==> config.mk <==
export PLATFORM = sky130hd
export DESIGN_NAME = acs_pmu_array_flat
export DESIGN_NICKNAME = d
export VERILOG_FILES = /design/src/rtl/acs_pmu_array_if.sv /design/src/rtl/acs_pmu_array.sv /design/src/flat_wrapper.sv
export SDC_FILE = /design/constraint.sdc
export NUM_CORES = 1
export LEC_CHECK = 0
export BUFFER_PORTS_ARGS = -buffer_cell sky130_fd_sc_hd__buf_2
export CAP_MARGIN = 20
export CORE_MARGIN = 8
export CORE_UTILIZATION = 55
export CTS_CLUSTER_SIZE = 25
export DETAILED_ROUTE_END_ITERATION = 8
export GPL_ROUTABILITY_DRIVEN = 0
export PLACE_DENSITY = 0.73
export SETUP_SLACK_MARGIN = 0.1
export SLEW_MARGIN = 20
export SYNTH_ARGS = -nofsm -noshare
export SYNTH_HDL_FRONTEND = slang
export SYNTH_SLANG_ARGS = --single-unit
==> constraint.sdc <==
create_clock -name clk -period 26.2 [get_ports clk]
set_clock_uncertainty 0.2 [all_clocks]
set_input_delay 6.55 -clock clk [delete_from_list [all_inputs] [get_ports clk]]
set_output_delay 6.55 -clock clk [all_outputs]
set_load 0.02 [all_outputs]
==> src/rtl/acs_pmu_array_if.sv <==
// ---------------------------------------------------------------------------
// acs_pmu_array_if
// Bundles the trellis-step input bus and the decision/metric output bus of
// acs_pmu_array.
//   master : drives start_i, bm_valid_i, bm0_i, bm1_i; observes the outputs
//   slave  : the ACS array itself
// Signals:
//   start_i      reinitialise trellis to state 0
//   bm_valid_i   one trellis step offered this cycle
//   bm0_i/bm1_i  per-destination-state branch metrics (slice s = state s)
//   dec_o        survivor decision per state (1 = predecessor p1 chosen)
//   dec_valid_o  one-cycle pulse per accepted step
//   st_valid_o   per-state reachability flags
//   best_state_o index of minimum-metric valid state
//   best_pm_o    metric of best_state_o
//   norm_o       normalisation applied on this step
// ---------------------------------------------------------------------------
interface acs_pmu_array_if #(
    parameter int N_STATES = 8,
    parameter int BM_W     = 2,
    parameter int PM_W     = 8
);
    localparam int ST_W = $clog2(N_STATES);

    logic                     start_i;
    logic                     bm_valid_i;
    logic [N_STATES*BM_W-1:0] bm0_i;
    logic [N_STATES*BM_W-1:0] bm1_i;
    logic [N_STATES-1:0]      dec_o;
    logic                     dec_valid_o;
    logic [N_STATES-1:0]      st_valid_o;
    logic [ST_W-1:0]          best_state_o;
    logic [PM_W-1:0]          best_pm_o;
    logic                     norm_o;

    modport master (
        output start_i, bm_valid_i, bm0_i, bm1_i,
        input  dec_o, dec_valid_o, st_valid_o, best_state_o, best_pm_o, norm_o
    );

    modport slave (
        input  start_i, bm_valid_i, bm0_i, bm1_i,
        output dec_o, dec_valid_o, st_valid_o, best_state_o, best_pm_o, norm_o
    );
endinterface

==> src/rtl/acs_pmu_array.sv <==
// ---------------------------------------------------------------------------
// acs_pmu_array
// Add-compare-select / path-metric unit for a radix-2 shift-register trellis.
// Predecessors of state s are p0 = 2s mod N_STATES and p1 = 2s+1 mod N_STATES.
// Each accepted step updates every path metric, reachability flag and
// survivor decision, and reports the best (lowest-metric) valid state, all
// with one cycle of latency. Steps may be offered every cycle.
//
// Ports:
//   clk  sole clock, rising edge
//   rst  synchronous active-high reset (overrides start_i and bm_valid_i)
//   bus  acs_pmu_array_if.slave (see interface header for signal list)
//
// Build option:
//   ACS_PMU_NORM_EN  when defined, metrics are renormalised by subtracting
//                    2^(PM_W-1) whenever every valid new metric is at least
//                    that large; norm_o pulses on such steps. When undefined,
//                    metrics simply saturate at 2^PM_W-1 and norm_o is 0.
// ---------------------------------------------------------------------------
module acs_pmu_array #(
    parameter int N_STATES = 8,
    parameter int BM_W     = 2,
    parameter int PM_W     = 8
) (
    input logic           clk,
    input logic           rst,
    acs_pmu_array_if.slave bus
);
    localparam int ST_W = $clog2(N_STATES);

    // Saturating metric add at PM_W+1 bits, clamped to all ones.
    function automatic logic [PM_W-1:0] sat_add(input logic [PM_W-1:0] a,
                                                input logic [BM_W-1:0] b);
        logic [PM_W:0] sum;
        sum = {1'b0, a} + {{(PM_W + 1 - BM_W){1'b0}}, b};
        return sum[PM_W] ? {PM_W{1'b1}} : sum[PM_W-1:0];
    endfunction

    // Registered trellis state and outputs
    logic [PM_W-1:0]     pm_p1 [N_STATES];
    logic [N_STATES-1:0] st_vld_p1;
    logic [N_STATES-1:0] dec_p1;
    logic [ST_W-1:0]     best_state_p1;
    logic [PM_W-1:0]     best_pm_p1;
    logic                vld_p1;
    logic                norm_p1;

    // Combinational next-step values
    logic [PM_W-1:0]     acs_pm_p0  [N_STATES];
    logic [PM_W-1:0]     pm_p0      [N_STATES];
    logic [N_STATES-1:0] st_vld_p0;
    logic [N_STATES-1:0] dec_p0;
    logic [ST_W-1:0]     best_state_p0;
    logic [PM_W-1:0]     best_pm_p0;
    logic                norm_p0;

    // ---- stage p0: add-compare-select per destination state ----
    for (genvar s = 0; s < N_STATES; s++) begin : g_acs
        localparam int P0 = (2 * s) % N_STATES;
        localparam int P1 = (2 * s + 1) % N_STATES;

        logic [PM_W-1:0] cand0;
        logic [PM_W-1:0] cand1;
        logic            v0;
        logic            v1;
        logic            sel;

        always_comb begin
            cand0 = sat_add(pm_p1[P0], bus.bm0_i[s*BM_W +: BM_W]);
            cand1 = sat_add(pm_p1[P1], bus.bm1_i[s*BM_W +: BM_W]);
            v0    = st_vld_p1[P0];
            v1    = st_vld_p1[P1];
            // Ties go to p0; a lone valid predecessor always wins.
            if (v0 && v1) begin
                sel = (cand0 > cand1);
            end else begin
                sel = v1;
            end
        end

        assign st_vld_p0[s] = v0 | v1;
        assign dec_p0[s]    = (v0 | v1) & sel;
        assign acs_pm_p0[s] = !(v0 | v1) ? '0 : (sel ? cand1 : cand0);
    end

    // Optional renormalisation. All valid metrics >= 2^(PM_W-1) means each
    // has its MSB set, so the subtraction is just clearing that bit.
`ifdef ACS_PMU_NORM_EN
    always_comb begin
        logic all_hi;
        logic any_vld;
        all_hi  = 1'b1;
        any_vld = 1'b0;
        for (int s = 0; s < N_STATES; s++) begin
            if (st_vld_p0[s]) begin
                any_vld = 1'b1;
                if (!acs_pm_p0[s][PM_W-1]) begin
                    all_hi = 1'b0;
                end
            end
        end
        norm_p0 = any_vld & all_hi;
        pm_p0   = acs_pm_p0;
        if (norm_p0) begin
            for (int s = 0; s < N_STATES; s++) begin
                if (st_vld_p0[s]) begin
                    pm_p0[s][PM_W-1] = 1'b0;
                end
            end
        end
    end
`else
    always_comb begin
        norm_p0 = 1'b0;
        pm_p0   = acs_pm_p0;
    end
`endif

    // Best-state search over valid metrics; strict compare keeps lowest index.
    always_comb begin
        logic found;
        found         = 1'b0;
        best_state_p0 = '0;
        best_pm_p0    = '0;
        for (int s = 0; s < N_STATES; s++) begin
            if (st_vld_p0[s] && (!found || (pm_p0[s] < best_pm_p0))) begin
                found         = 1'b1;
                best_state_p0 = ST_W'(s);
                best_pm_p0    = pm_p0[s];
            end
        end
    end

    // ---- stage p1: register step results ----
    always_ff @(posedge clk) begin
        if (rst || bus.start_i) begin
            for (int s = 0; s < N_STATES; s++) begin
                pm_p1[s] <= '0;
            end
            st_vld_p1     <= N_STATES'(1);
            dec_p1        <= '0;
            best_state_p1 <= '0;
            best_pm_p1    <= '0;
            vld_p1        <= 1'b0;
            norm_p1       <= 1'b0;
        end else if (bus.bm_valid_i) begin
            pm_p1         <= pm_p0;
            st_vld_p1     <= st_vld_p0;
            dec_p1        <= dec_p0;
            best_state_p1 <= best_state_p0;
            best_pm_p1    <= best_pm_p0;
            vld_p1        <= 1'b1;
            norm_p1       <= norm_p0;
        end else begin
            vld_p1        <= 1'b0;
            norm_p1       <= 1'b0;
        end
    end

    assign bus.dec_o        = dec_p1;
    assign bus.dec_valid_o  = vld_p1;
    assign bus.st_valid_o   = st_vld_p1;
    assign bus.best_state_o = best_state_p1;
    assign bus.best_pm_o    = best_pm_p1;
    assign bus.norm_o       = norm_p1;

endmodule

==> src/flat_wrapper.sv <==
// flat-port wrapper written by rule: the top's interface ports become plain ports
module acs_pmu_array_flat 
#(
    parameter int N_STATES = 8,
    parameter int BM_W     = 2,
    parameter int PM_W     = 8
)
  (clk, rst, bus_start_i, bus_bm_valid_i, bus_bm0_i, bus_bm1_i, bus_dec_o, bus_dec_valid_o, bus_st_valid_o, bus_best_state_o, bus_best_pm_o, bus_norm_o);
  acs_pmu_array_if #(.N_STATES(N_STATES), .BM_W(BM_W), .PM_W(PM_W)) bus_i ();
  input logic clk;
  input logic rst;
  input wire logic [$bits(bus_i.start_i)-1:0] bus_start_i;
  input wire logic [$bits(bus_i.bm_valid_i)-1:0] bus_bm_valid_i;
  input wire logic [$bits(bus_i.bm0_i)-1:0] bus_bm0_i;
  input wire logic [$bits(bus_i.bm1_i)-1:0] bus_bm1_i;
  output wire logic [$bits(bus_i.dec_o)-1:0] bus_dec_o;
  output wire logic [$bits(bus_i.dec_valid_o)-1:0] bus_dec_valid_o;
  output wire logic [$bits(bus_i.st_valid_o)-1:0] bus_st_valid_o;
  output wire logic [$bits(bus_i.best_state_o)-1:0] bus_best_state_o;
  output wire logic [$bits(bus_i.best_pm_o)-1:0] bus_best_pm_o;
  output wire logic [$bits(bus_i.norm_o)-1:0] bus_norm_o;
  assign bus_i.start_i = bus_start_i;
  assign bus_i.bm_valid_i = bus_bm_valid_i;
  assign bus_i.bm0_i = bus_bm0_i;
  assign bus_i.bm1_i = bus_bm1_i;
  assign bus_dec_o = bus_i.dec_o;
  assign bus_dec_valid_o = bus_i.dec_valid_o;
  assign bus_st_valid_o = bus_i.st_valid_o;
  assign bus_best_state_o = bus_i.best_state_o;
  assign bus_best_pm_o = bus_i.best_pm_o;
  assign bus_norm_o = bus_i.norm_o;
  acs_pmu_array #(.N_STATES(N_STATES), .BM_W(BM_W), .PM_W(PM_W)) u_core (.clk(clk), .rst(rst), .bus(bus_i));
endmodule
# After elaboration in Yosys (flattened, before gate mapping)
# Index checks and enable logic that the tools add are counted.
# classes
bitwise_logic,12
n_mux,63
n_addsub,16
n_lt_le_gt_ge,15
n_reduce_logical,26
# ops
op,count
$mux 8,40
$add 8x2->9,16
$gt 8x8->1,8
$lt 8x8->1,7
$mux 1,17
$mux 3,4
$logic_and 1x1->1,11
$and 1x1->1,8
$logic_or 1x1->1,8
$logic_not 1->1,7
$mux 2,2
$or 1x1->1,4
# totals
word_cells,145
input_bits,36
regBits,92
output_inout_bits,29

# Longest topological paths before layout
# logic_depth
ltp_word,35
ltp_mapped,89
mapped_depth_nobuf,84

# Worst setup path after synthesis
# No wires, ideal clock.
# synth_timing
path_type,input -> register
startpoint,input port bus_bm1_i[2]
endpoint,"register u_core.best_pm_p1[7], in the netlist u_core.bus.best_pm_o[7]"
path_stages,83
setup_ps,137
slack_ps,4584
required_time_ps,25863
arrival_time_ps,21280
path_buffers,4
cell_sequence,ha_1 -> inv_1 -> fa_1 -> or4b_4 -> nand2_1 -> inv_1 -> ha_1 -> nor2b_1 -> o211ai_2 -> a21boi_1 -> o31ai_1 -> clkbuf_1 -> nand2_1 -> a21oi_1 -> ha_1 -> o21ai_0 -> o21bai_1 -> or3_1 -> [47 not listed] -> a21oi_1 -> nor2b_1 -> nor3_1 -> o21ai_0 -> a21oi_1 -> nand2_1 -> clkbuf_8 -> a21o_1 -> ha_1 -> a21o_1 -> a21oi_1 -> nor2b_1 -> or3_1 -> a21oi_1 -> nand3_1 -> o21a_1 -> o31ai_2 -> a31oi_1
# synth_rtl
element,line,rtl
from (decl),flat_wrapper.sv:15,input wire logic [$bits(bus_i.bm1_i)-1:0] bus_bm1_i;
to (signal assigned),acs_pmu_array.sv:151,best_pm_p1 <= best_pm_p0;
to (decl),acs_pmu_array.sv:44,logic [PM_W-1:0] best_pm_p1;

==> summary.md <==
| Metric | Value |
|---|---|
| Via count | 11708 |
| Most common cell on crit path | ha_1 |
| Synth Cell Area | 11490 sq um |
| MaxCap Viol Count | 0 |
| Asr flop ratio synth | 0% |
| RSZ-0062 raised after global routing | false |
| Initial antenna violation count | 0 |
| Setup violations, final | 0 |
| Setup TNS | 0 ps |
| Fmax | 41.61 MHz |
| Final hold slack | 285.2 ps |
| Detailed Route WL | 35.86 mm |
| Leading area contributor after synthesis | ha_1 |
| DRT iter0 DRCs | 1105 |
| Clock network power share | 35.6% |
| Routed WL per cell | 19.34 microns |
| Worst Hold Class | flop to flop |
| Syn nets | 1759 |
| Clock transition at path regs | 70 ps |
| Remaining Overflow, GRT | 0 |
| Worst skew pair latency | 360 ps |
| Max incr delay on CP | 610 ps |
| Worst slew pin tran | 1071 ps |
| First-pass GRT wire length | 56.40 mm |
| Pin count of the biggest net entering global routing | 78 |
| Resized Gates After CTS | 0 |
| Fin. max-slew vios | 0 |
| Clock net sink count | 88 |
| DP HPWL | 28.26 mm |
| Yosys cell types | 105 |
| Max clock buf depth | 2 |
| Int Pwr | 0.2682 mW |
| Synth warn | 0 |
| Dominant cells by area after synthesis | ha_1, dfxtp_1, nor2_1, mux2i_1, a21oi_1 |
| Peak VDD IR | 0.02904 mV |
| Antenna Nets Post-Route | 0 |
| DIE AREA | 25760 sq um |
| # hold bufs at CTS | 0 |
| EDFF count, synth | 0 |
| CTS tree | yes |
| Minimum clock period | 24030 ps |
| Logic pwr share | 31.9% |
| Via-to-Cell Ratio | 6.315 |
| Share of the synthesized area in the top cell type | 15.80% |
| Sw Pwr | 0.1520 mW |
| Net count, final | 1771 |
| Critical path class | input pin to flop |
| Critical path endpoint category | flop |
| Chip width | 160.5 microns |
| Average cell area after synthesis | 7.353 sq um |
| Ports | 65 |
| Starting Density | 55.34% |
| Die Y | 160.5 microns |
| DRC viols | 0 |
| Most used DFF post-synth | dfxtp_1 |
| CP Launch Type | input pin |
| CP max FO | 15 |
| Cell Pwr Density | 34.48 nW/um^2 |
| Final Hold Vio Count | 0 |
| Filler cells | 1977 |
| Outcome | finished, final reports clean |
| Rel. slew slack | 28.14% |
| CTS Buf Count | 9 |
| Worst path required time | 26190 ps |
| Sequential share of power | 32.6% |
| CP max stage cell | a311oi_1 |
| LEAKAGE | 5.278 nW |
| H-tree levels | 3 |
| Switching share of power | 36.17% |
| ANT cells | 0 |
| Core Rows | 53 |
| Layout cells sized above 1 | 10.89% |
| Core area | 20760 sq um |
| Sequential cell area fraction in the yosys report | 15.34% |
| Cells after synthesis | 1562 |
| Layout Area Growth over Synthesis | 6.089% |
| Vias in the first global route | 10935 |
| I/O Buffers | 63 |
| First-pass DRT Iterations | 6 |
| Crit path DAT | 24030 ps |
| Seq cells post-synth | 88 |
| Final period util | 91.73% |
| Number of setup buffers added after CTS | 0 |
| Total Routing Usage GR | 26.99% |
| Root Buffer | clkbuf_16 |
cell usage after synthesis, types with 4 or more instances:
master,count
buf_4,6
nor2_1,249
nor3_1,39
clkbuf_8,6
buf_1,4
o21a_1,22
nand2b_1,16
nand3b_1,6
o211ai_1,12
nand4_1,22
and2_1,6
dfxtp_1,88
nand3_1,69
a21oi_1,117
nor2b_1,34
or2_2,12
buf_2,17
o21ai_0,66
ha_1,145
o31ai_1,4
inv_1,92
nand2_1,117
and4_1,5
clkbuf_1,39
fa_1,16
and3_1,10
a311oi_1,9
mux2i_1,82
o21bai_1,9
xnor2_1,9
a211oi_1,28
xor2_1,17
a2bb2oi_1,4
mux2_2,13
or3_1,8
a31oi_1,19
a21o_1,30
o22ai_1,8
a22oi_1,4
kinds of logic after synthesis:
group	share of synthesized area (%)
simple gates	25.27
compound gates	23.62
buf+inv	6.754
fa+ha+maj	18.58
mux	8.421
flops	15.34
xor+xnor	1.983
other cells	0.03265
registers in the layout, summed over array words and instances (netlist names):
register,cells
u_core.pm_p1,64
u_core.bus.best_pm_o,8
u_core.bus.dec_o,8
u_core.bus.st_valid_o,4
u_core.bus.best_state_o,3
u_core.bus.dec_valid_o,1
final cells by class:
| type | count | area, sq um | share of cell area, % |
|---|---|---|---|
| inverter | 94 | 352.8 | 2.896 |
| tap | 275 | 344.1 | 2.824 |
| timing repair buffer | 79 | 437.9 | 3.594 |
| multi-input combinational | 1302 | 8962 | 73.55 |
| sequential | 88 | 1762 | 14.46 |
| clock inverter | 7 | 101.3 | 0.8317 |
| clock buffer | 9 | 225.2 | 1.848 |
power groups by stage:
stage	sequential [mW]	combinational [mW]	clock, mW
global route	0.137	0.147	0.156
global placement	0.140	0.127	0
finish	0.137	0.134	0.149
CTS	0.137	0.130	0.151
detailed placement	0.140	0.129	0
floorplan	0.141	0.101	0
critical path: cells and delay by family:
family,cells,cell delay [ps]
and+or+nand+nor,24,5410
muxes,2,760
adders and majority gates,10,3010
AOI/OAI and AO/OA,34,7510
buffers and inverters,8,750
worst paths after layout:
| path | start | end | slack (ps) | depth (start not counted) |
|---|---|---|---|---|
| setup / recovery | bus_bm1_i[2] | u_core.bus.best_pm_o[1]$_SDFFE_PP0P_ | 2170 | 78 |
| hold / removal | u_core.bus.dec_o[5]$_SDFFE_PP0P_ | u_core.bus.dec_o[5]$_SDFFE_PP0P_ | 290 | 2 |
| setup reg to reg | u_core.pm_p1[32]$_SDFFE_PP0P_ | u_core.bus.best_pm_o[1]$_SDFFE_PP0P_ | 8030 | 77 |
| hold reg to reg | u_core.bus.dec_o[5]$_SDFFE_PP0P_ | u_core.bus.dec_o[5]$_SDFFE_PP0P_ | 290 | 2 |
per-layer routing:
layer	vias up	global-route usage [%]	wire length (microns)
li1	5637	-	-
met1	5402	33.06	14710
met2	529	44.21	16330
met3	140	4.863	2947
met4	0	14.66	1875
met5	-	0	0
stage by stage:
stage / instances / util [%] / setup WS [ps] / cell area, sq um / power [mW]
6_report: 1854 / 58.71 / 2167 / 12190 / 0.4202
3_3_place_gp: 1838 / 57.11 / 2610 / 11850 / 0.2674
2_1_floorplan: 1562 / - / 4584 / 11490 / 0.2414
4_1_cts: 1854 / 58.68 / 2466 / 12180 / 0.4178
3_5_place_dp: 1838 / 57.11 / 2128 / 11850 / 0.2692
5_1_grt: 1854 / 58.71 / 774.7 / 12190 / 0.4392
placed cells by master, fill, tap and decap left out, types with 28 or more instances in the layout:
cell      netlist  final
nor3_1         39     39
nand2_1       117    117
o21ai_0        66     65
nor2b_1        34     34
nand3_1        69     69
mux2i_1        82     82
a21o_1         30     30
nor2_1        249    248
a211oi_1       28     28
ha_1          145    145
dfxtp_1        88     88
buf_2          17     62
inv_1          92     92
a21oi_1       117    117
(Power assumes the default switching activity.)
